<file path="src/rtl/rst_seq_pkg.sv">
// Shared types and constants for the rst_seq_sonata reset sequencer.
//   rst_state_e : sequencer FSM states
//   RstCause*   : bit positions in the sticky reset-cause vector
//   rst_cause_t : reset-cause vector type
//   max3        : helper for deriving counter widths from parameters
package rst_seq_pkg;

    typedef enum logic [1:0] {
        RstAssert,
        RstStretch,
        RstPeriphRel,
        RstRun
    } rst_state_e;

    localparam int unsigned RstCausePor  = 0;
    localparam int unsigned RstCauseLock = 1;
    localparam int unsigned RstCauseBtn  = 2;
    localparam int unsigned RstCauseSw   = 3;

    typedef logic [3:0] rst_cause_t;

    function automatic int unsigned max3(input int unsigned a, input int unsigned b,
                                         input int unsigned c);
        int unsigned m;
        m = (a > b) ? a : b;
        return (m > c) ? m : c;
    endfunction

endpackage

</file>
<file path="src/rtl/rst_debounce.sv">
// Two-flop synchroniser followed by a debounce filter.
// The output only follows the synchronised input once it has disagreed with the current
// output for DebounceCycles consecutive cycles; any agreeing sample restarts the count.
// Ports:
//   clk  : clock
//   rst  : synchronous active-high reset (flops and output go to ResetVal)
//   din  : asynchronous, possibly bouncy input
//   dout : debounced, synchronous output
module rst_debounce #(
    parameter int unsigned DebounceCycles = 500000,
    parameter bit          ResetVal       = 1'b1
) (
    input  logic clk,
    input  logic rst,
    input  logic din,
    output logic dout
);

    localparam int unsigned     CntW    = $clog2(DebounceCycles + 1);
    localparam logic [CntW-1:0] CntLast = CntW'(DebounceCycles - 1);

    logic            sync1_q;
    logic            sync2_q;
    logic            db_q;
    logic            db_d;
    logic [CntW-1:0] cnt_q;
    logic [CntW-1:0] cnt_d;

    always_comb begin
        db_d  = db_q;
        cnt_d = '0;
        if (sync2_q != db_q) begin
            if (cnt_q == CntLast) begin
                db_d = sync2_q;
            end else begin
                cnt_d = cnt_q + CntW'(1);
            end
        end
    end

    always_ff @(posedge clk) begin
        if (rst) begin
            sync1_q <= ResetVal;
            sync2_q <= ResetVal;
            db_q    <= ResetVal;
            cnt_q   <= '0;
        end else begin
            sync1_q <= din;
            sync2_q <= sync1_q;
            db_q    <= db_d;
            cnt_q   <= cnt_d;
        end
    end

    assign dout = db_q;

endmodule

</file>
<file path="src/rtl/rst_seq_sonata.sv">
// Reset sequencer for Sonata-class FPGA tops. Merges PLL lock, push-button and software
// reset requests into stretched, staged, registered resets in the clk_sys domain:
// peripherals are released first, the core CoreDelayCycles later. Keeps a sticky
// reset-cause vector for software.
// Ports:
//   clk_sys_i     : system clock
//   rst_sys_i     : synchronous active-high power-on / configuration reset
//   pll_locked_i  : PLL lock, asynchronous
//   btn_rst_ni    : push-button reset, active-low, asynchronous and bouncy
//   sw_rst_req_i  : software reset request, single-cycle synchronous pulse
//   rst_periph_no : peripheral reset, active-low, registered
//   rst_core_no   : core reset, active-low, registered
//   rst_busy_o    : high while the core is held in reset
//   rst_cause_o   : sticky cause {sw, button, lock loss, POR}
module rst_seq_sonata
    import rst_seq_pkg::*;
#(
    parameter int unsigned DebounceCycles  = 500000,
    parameter int unsigned StretchCycles   = 16,
    parameter int unsigned CoreDelayCycles = 16,
    parameter int unsigned CntW            =
        $clog2(max3(DebounceCycles, StretchCycles, CoreDelayCycles) + 1)
) (
    input  logic       clk_sys_i,
    input  logic       rst_sys_i,
    input  logic       pll_locked_i,
    input  logic       btn_rst_ni,
    input  logic       sw_rst_req_i,
    output logic       rst_periph_no,
    output logic       rst_core_no,
    output logic       rst_busy_o,
    output rst_cause_t rst_cause_o
);

    localparam logic [CntW-1:0] StretchLast = CntW'(StretchCycles - 1);
    localparam logic [CntW-1:0] CoreLast    = CntW'(CoreDelayCycles - 1);

    // Source vector in cause-bit layout; POR bit is never a live source.
    localparam rst_cause_t SrcResetVal = rst_cause_t'(1) << RstCauseLock;

    logic       lock_sync1_q;
    logic       locked_s;
    logic       btn_db;
    logic       req;
    rst_cause_t src;
    rst_cause_t src_q;

    rst_state_e      state_q;
    rst_state_e      state_d;
    logic [CntW-1:0] cnt_q;
    logic [CntW-1:0] cnt_d;
    logic            periph_q;
    logic            periph_d;
    logic            core_q;
    logic            core_d;
    rst_cause_t      cause_q;
    rst_cause_t      cause_d;

    // Lock loss must act immediately, so it is only synchronised, never filtered.
    always_ff @(posedge clk_sys_i) begin
        if (rst_sys_i) begin
            lock_sync1_q <= 1'b0;
            locked_s     <= 1'b0;
        end else begin
            lock_sync1_q <= pll_locked_i;
            locked_s     <= lock_sync1_q;
        end
    end

    rst_debounce #(
        .DebounceCycles (DebounceCycles),
        .ResetVal       (1'b1)
    ) u_btn_debounce (
        .clk  (clk_sys_i),
        .rst  (rst_sys_i),
        .din  (btn_rst_ni),
        .dout (btn_db)
    );

    always_comb begin
        src                = '0;
        src[RstCauseLock]  = ~locked_s;
        src[RstCauseBtn]   = ~btn_db;
        src[RstCauseSw]    = sw_rst_req_i;
    end

    assign req = |src;

    always_comb begin
        state_d  = state_q;
        cnt_d    = cnt_q;
        periph_d = periph_q;
        core_d   = core_q;
        cause_d  = cause_q;

        case (state_q)
            RstAssert: begin
                periph_d = 1'b0;
                core_d   = 1'b0;
                cnt_d    = '0;
                // Only sources that rise while held here are added; levels that were
                // already present (e.g. lock synchroniser coming out of reset) are not.
                cause_d  = cause_q | (src & ~src_q);
                if (!req) begin
                    state_d = RstStretch;
                end
            end
            RstStretch: begin
                if (req) begin
                    state_d = RstAssert;
                    cnt_d   = '0;
                    cause_d = src;
                end else if (cnt_q == StretchLast) begin
                    state_d  = RstPeriphRel;
                    periph_d = 1'b1;
                    cnt_d    = '0;
                end else begin
                    cnt_d = cnt_q + CntW'(1);
                end
            end
            RstPeriphRel: begin
                // A request wins over the core-release terminal count, so the core can
                // never come out of reset on the same edge the sequence restarts.
                if (req) begin
                    state_d  = RstAssert;
                    periph_d = 1'b0;
                    core_d   = 1'b0;
                    cnt_d    = '0;
                    cause_d  = src;
                end else if (cnt_q == CoreLast) begin
                    state_d = RstRun;
                    core_d  = 1'b1;
                    cnt_d   = '0;
                end else begin
                    cnt_d = cnt_q + CntW'(1);
                end
            end
            RstRun: begin
                if (req) begin
                    state_d  = RstAssert;
                    periph_d = 1'b0;
                    core_d   = 1'b0;
                    cnt_d    = '0;
                    cause_d  = src;
                end
            end
            default: begin
                state_d  = RstAssert;
                periph_d = 1'b0;
                core_d   = 1'b0;
                cnt_d    = '0;
            end
        endcase
    end

    always_ff @(posedge clk_sys_i) begin
        if (rst_sys_i) begin
            state_q  <= RstAssert;
            cnt_q    <= '0;
            periph_q <= 1'b0;
            core_q   <= 1'b0;
            cause_q  <= rst_cause_t'(1) << RstCausePor;
            src_q    <= SrcResetVal;
        end else begin
            state_q  <= state_d;
            cnt_q    <= cnt_d;
            periph_q <= periph_d;
            core_q   <= core_d;
            cause_q  <= cause_d;
            src_q    <= src;
        end
    end

    assign rst_periph_no = periph_q;
    assign rst_core_no   = core_q;
    assign rst_busy_o    = ~core_q;
    assign rst_cause_o   = cause_q;

endmodule

</file>
<file path="config.mk">
export PLATFORM = sky130hd
export DESIGN_NAME = rst_seq_sonata
export DESIGN_NICKNAME = d
export VERILOG_FILES = /design/src/rtl/rst_seq_pkg.sv /design/src/rtl/rst_debounce.sv /design/src/rtl/rst_seq_sonata.sv
export SDC_FILE = /design/constraint.sdc
export NUM_CORES = 1
export LEC_CHECK = 0
export CAP_MARGIN = 30
export CORE_ASPECT_RATIO = 1.4
export CORE_MARGIN = 2
export CORE_UTILIZATION = 37
export CTS_CLUSTER_SIZE = 10
export DETAILED_ROUTE_END_ITERATION = 8
export PLACE_DENSITY_LB_ADDON = 0.2
export SYNTH_ARGS = -nofsm -noshare
export SYNTH_HDL_FRONTEND = slang
export SYNTH_HIERARCHICAL = 1
export SYNTH_SLANG_ARGS = --single-unit
</file>
<file path="constraint.sdc">
create_clock -name clk_sys_i -period 2 [get_ports clk_sys_i]
set_input_delay 0.4 -clock clk_sys_i [delete_from_list [all_inputs] [get_ports clk_sys_i]]
set_output_delay 0.4 -clock clk_sys_i [all_outputs]
set_load 0.03 [all_outputs]
</file>
==> run_results.csv <==
group,metric,value,unit
critical_path,max_stage_delay,0.38,ns
global_route,grt_usage,0.151,
cells_and_area,layout-drive-gt1-share,0.177,
route,wire_per_inst,13.0,um
critical_path,r2r_cells,7,
cells_and_area,area_delta_synth_final,15.2,%
global_route,grt_pass1_wl,9.42,mm
yosys,synth_fa_ha_area_frac,0.0329,
sta,setup_violations,0,
sta,finalClockSkew,0.00464,ns
power_and_ir_drop,cellLeakagePower,1.06,nW
critical_path,cp-start-kind,"flip-flop",
clocking,htreeDepth,2,
min_path,hold_depth,1,
power_and_ir_drop,power_density,625,nW/um^2
critical_path,crit_buf_inv,1,
yosys,yosys.area_share.simple,0.335,
route,ant_nets,0,
clocking,clock_latency,0.31,ns
clocking,cts-root-buf,"clkbuf_8",
place,place_area,2970,sq um
place,placed_cells,397,
route,wl,5.28,mm
cells_and_area,final_area,3070,sq um
sta,final_max_slew_viol_count,0,
critical_path,timing.rr.start,"state_q[1]",
critical_path,r2r_setup_slack,0.13,ns
sta,slew_headroom,0.665,
clocking,cts_tree,"yes",
critical_path,cp_top_family,"compound AO/OA/AOI/OAI gates",
yosys,synth_top_family_by_area,"simple AND/OR/NAND/NOR gates",
yosys,seq_area_frac_synth,0.406,
min_path,hold_end,"u_btn_debounce/sync2_q",
sta,rsz0062_at_grt,"no",
yosys,synth_compound_area_frac,0.0813,
yosys,ys_warn_count,6,
yosys,synthMuxAreaShare,0.00940,
yosys,netlist_instances,281,
route,drc_errors,0,
sta,min_period,1.87,ns
global_route,grt_antenna_before_repair,0,
critical_path,crit_arrival,2.07,ns
cells_and_area,post-route-util,0.439,
min_path,hp-start,"u_btn_debounce/sync1_q",
run,maxCapViolations,0,
place,gp_congestion,0.769,
yosys,syn_area_per_cell,9.48,sq um
place,port_buffers,11,
floorplanning,core,6980,sq um
critical_path,path_max_fanout,4,
sta,hold_viol_final,0,
yosys,synth_edf_count,0,
place,place_hpwl,4.02,mm
clocking,cts_made_buffers,5,
critical_path,critPathRequiredTime,2.20,ns
status,status,"finished clean",
sta,tightest_slew,0.501,ns
yosys,ys_types,55,
place,place_worst_setup_slack,-0.0367,ns
cells_and_area,finalNonFillerCells,405,
clocking,cts.sinks,54,
critical_path,cp_cell_sequence,"inv_1 > ha_1 > or3_1 > mux2_4 > o21a_1 > a211oi_1 > a211oi_1",
yosys,syn_area,2660,sq um
critical_path,reg2reg_to,"state_q[0]",
global_route,grt_pass1_vias,2057,
floorplanning,start_util,0.381,
clocking,path_clk_slew,0.10,ns
critical_path,crit_type,"reg -> reg",
cells_and_area,nets,321,
route,num_vias,2019,
sta,holdWs,0.423,ns
yosys,synthXorXnorAreaFrac,0.0987,
critical_path,cp-end-kind,"flip-flop",
floorplanning,dieWidth,75.7,um
floorplanning,fp-row-count,36,
sta,max_freq,535,MHz
global_route,grt.overflow.total,0,
route,drt_iter0_drc,49,
min_path,hold_class,"reg -> reg",
route,vias_per_cell,4.99,
yosys,ys_async_sr_fraction,0,
sta,finalWorstSetupSlack,0.132,ns
critical_path,crit_path_frequent_cell,"a211oi_1",
critical_path,crit_cells,7,
power_and_ir_drop,ir_drop,0.380,mV
floorplanning,num_io_pins,12,
global_route,grt_max_degree,18,
yosys,synth_nets,293,
yosys,synth_flop_cell,"dfxtp_1",
cells_and_area,num_antenna_cells,0,
sta,period_share,0.934,
floorplanning,die_area,7900,sq um
yosys,ys_ff_latch,54,
power_and_ir_drop,total_power,1.92,mW
critical_path,crit_slowest_cell,"or3_1",
route,drtPass1Iterations,4,
clocking,clock_tree.buffer_depth,2,
sta,setup_tns,0,ns
floorplanning,die_y,104,um
cells by family after synthesis:
kind of cell / Yosys count
adder cells (fa/ha/maj): 7
XOR/XNOR: 30
multiplexers: 2
flip-flops: 54
AND/OR/NAND/NOR: 143
AO/OA/AOI/OAI: 29
buffers and inverters: 16
routing by layer:
metal	global-route usage	routed length (um)	vias up
li1	-	-	1047
met1	0.165	2120	955
met2	0.274	2970	10
met3	0.0349	99	7
met4	0.0526	79	0
met5	0	0	-
Yosys cell counts (5+ instances only):
cell type	n	area [sq um]
a21oi_1	8	40.0
and3_1	5	31.3
buf_6	5	56.3
dfxtp_1	54	1080
ha_1	7	87.6
inv_1	9	33.8
nand2_1	12	45.0
nand3_1	16	80.1
nand3b_1	5	37.5
nand4_1	5	31.3
nor2_1	40	150
nor2b_1	5	31.3
nor3_1	13	65.1
nor4_1	7	43.8
xnor2_1	14	123
xor2_1	16	140
report_power, final:
| group | leakage (nW) | internal (mW) | total [mW] | switching, mW |
|---|---|---|---|---|
| sequential | 0.438 | 1.09 | 1.10 | 0.0105 |
| clock | 0.0478 | 0.286 | 0.661 | 0.375 |
| combinational | 0.578 | 0.0725 | 0.152 | 0.0799 |
final cells by class:
type                            instances  area (sq um)
Fill cell                             703          3920
Multi-Input combinational cell        211          1480
Clock buffer                            6          82.6
Tap cell                               95           119
Timing Repair Buffer                   28           250
Sequential cell                        54          1080
Inverter                                9          33.8
Clock inverter                          2          16.3
how the worst max path moves through the flow:
stage	from	slack [ns]	endpoint
2_1_floorplan	state_q[1]	0.24	state_q[0]
6_report	state_q[1]	0.13	state_q[0]
3_3_place_gp	sw_rst_req_i	-0.04	cnt_q[17]
5_1_grt	state_q[0]	0.03	state_q[0]
4_1_cts	state_q[1]	0.07	state_q[0]
3_5_place_dp	sw_rst_req_i	-0.04	cnt_q[17]
timing repair:
item / 4_1_cts / 5_1_grt
hold buffers: 0 / 0
setup buffers: 0 / 0
gates resized for setup: 0 / 1
setup endpoints to repair: 0 / 1
state kept, by name (all words and copies together), names as in the netlist:
name                    cells
rst_cause_o                 4
rst_core_no                 1
rst_periph_no               1
u_btn_debounce/dout         1
cnt_q                      19
locked_s                    1
u_btn_debounce/sync1_q      1
u_btn_debounce/sync2_q      1
u_btn_debounce/cnt_q       19
lock_sync1_q                1
src_q                       3
state_q                     2
layout by cell type, fill, tap and decap left out, types with 6 or more instances in the layout:
master           instances
a21oi_1                  8
nand2_1                 12
xor2_1                  16
nand3_1                 16
nor3_1                  13
nor2_1                  40
ha_1                     7
buf_4                   16
nor4_1                   7
clkdlybuf4s50_1         11
inv_1                    9
xnor2_1                 14
dfxtp_1                 53
clkbuf_8                 6
Power figures use the tool's default switching activity.
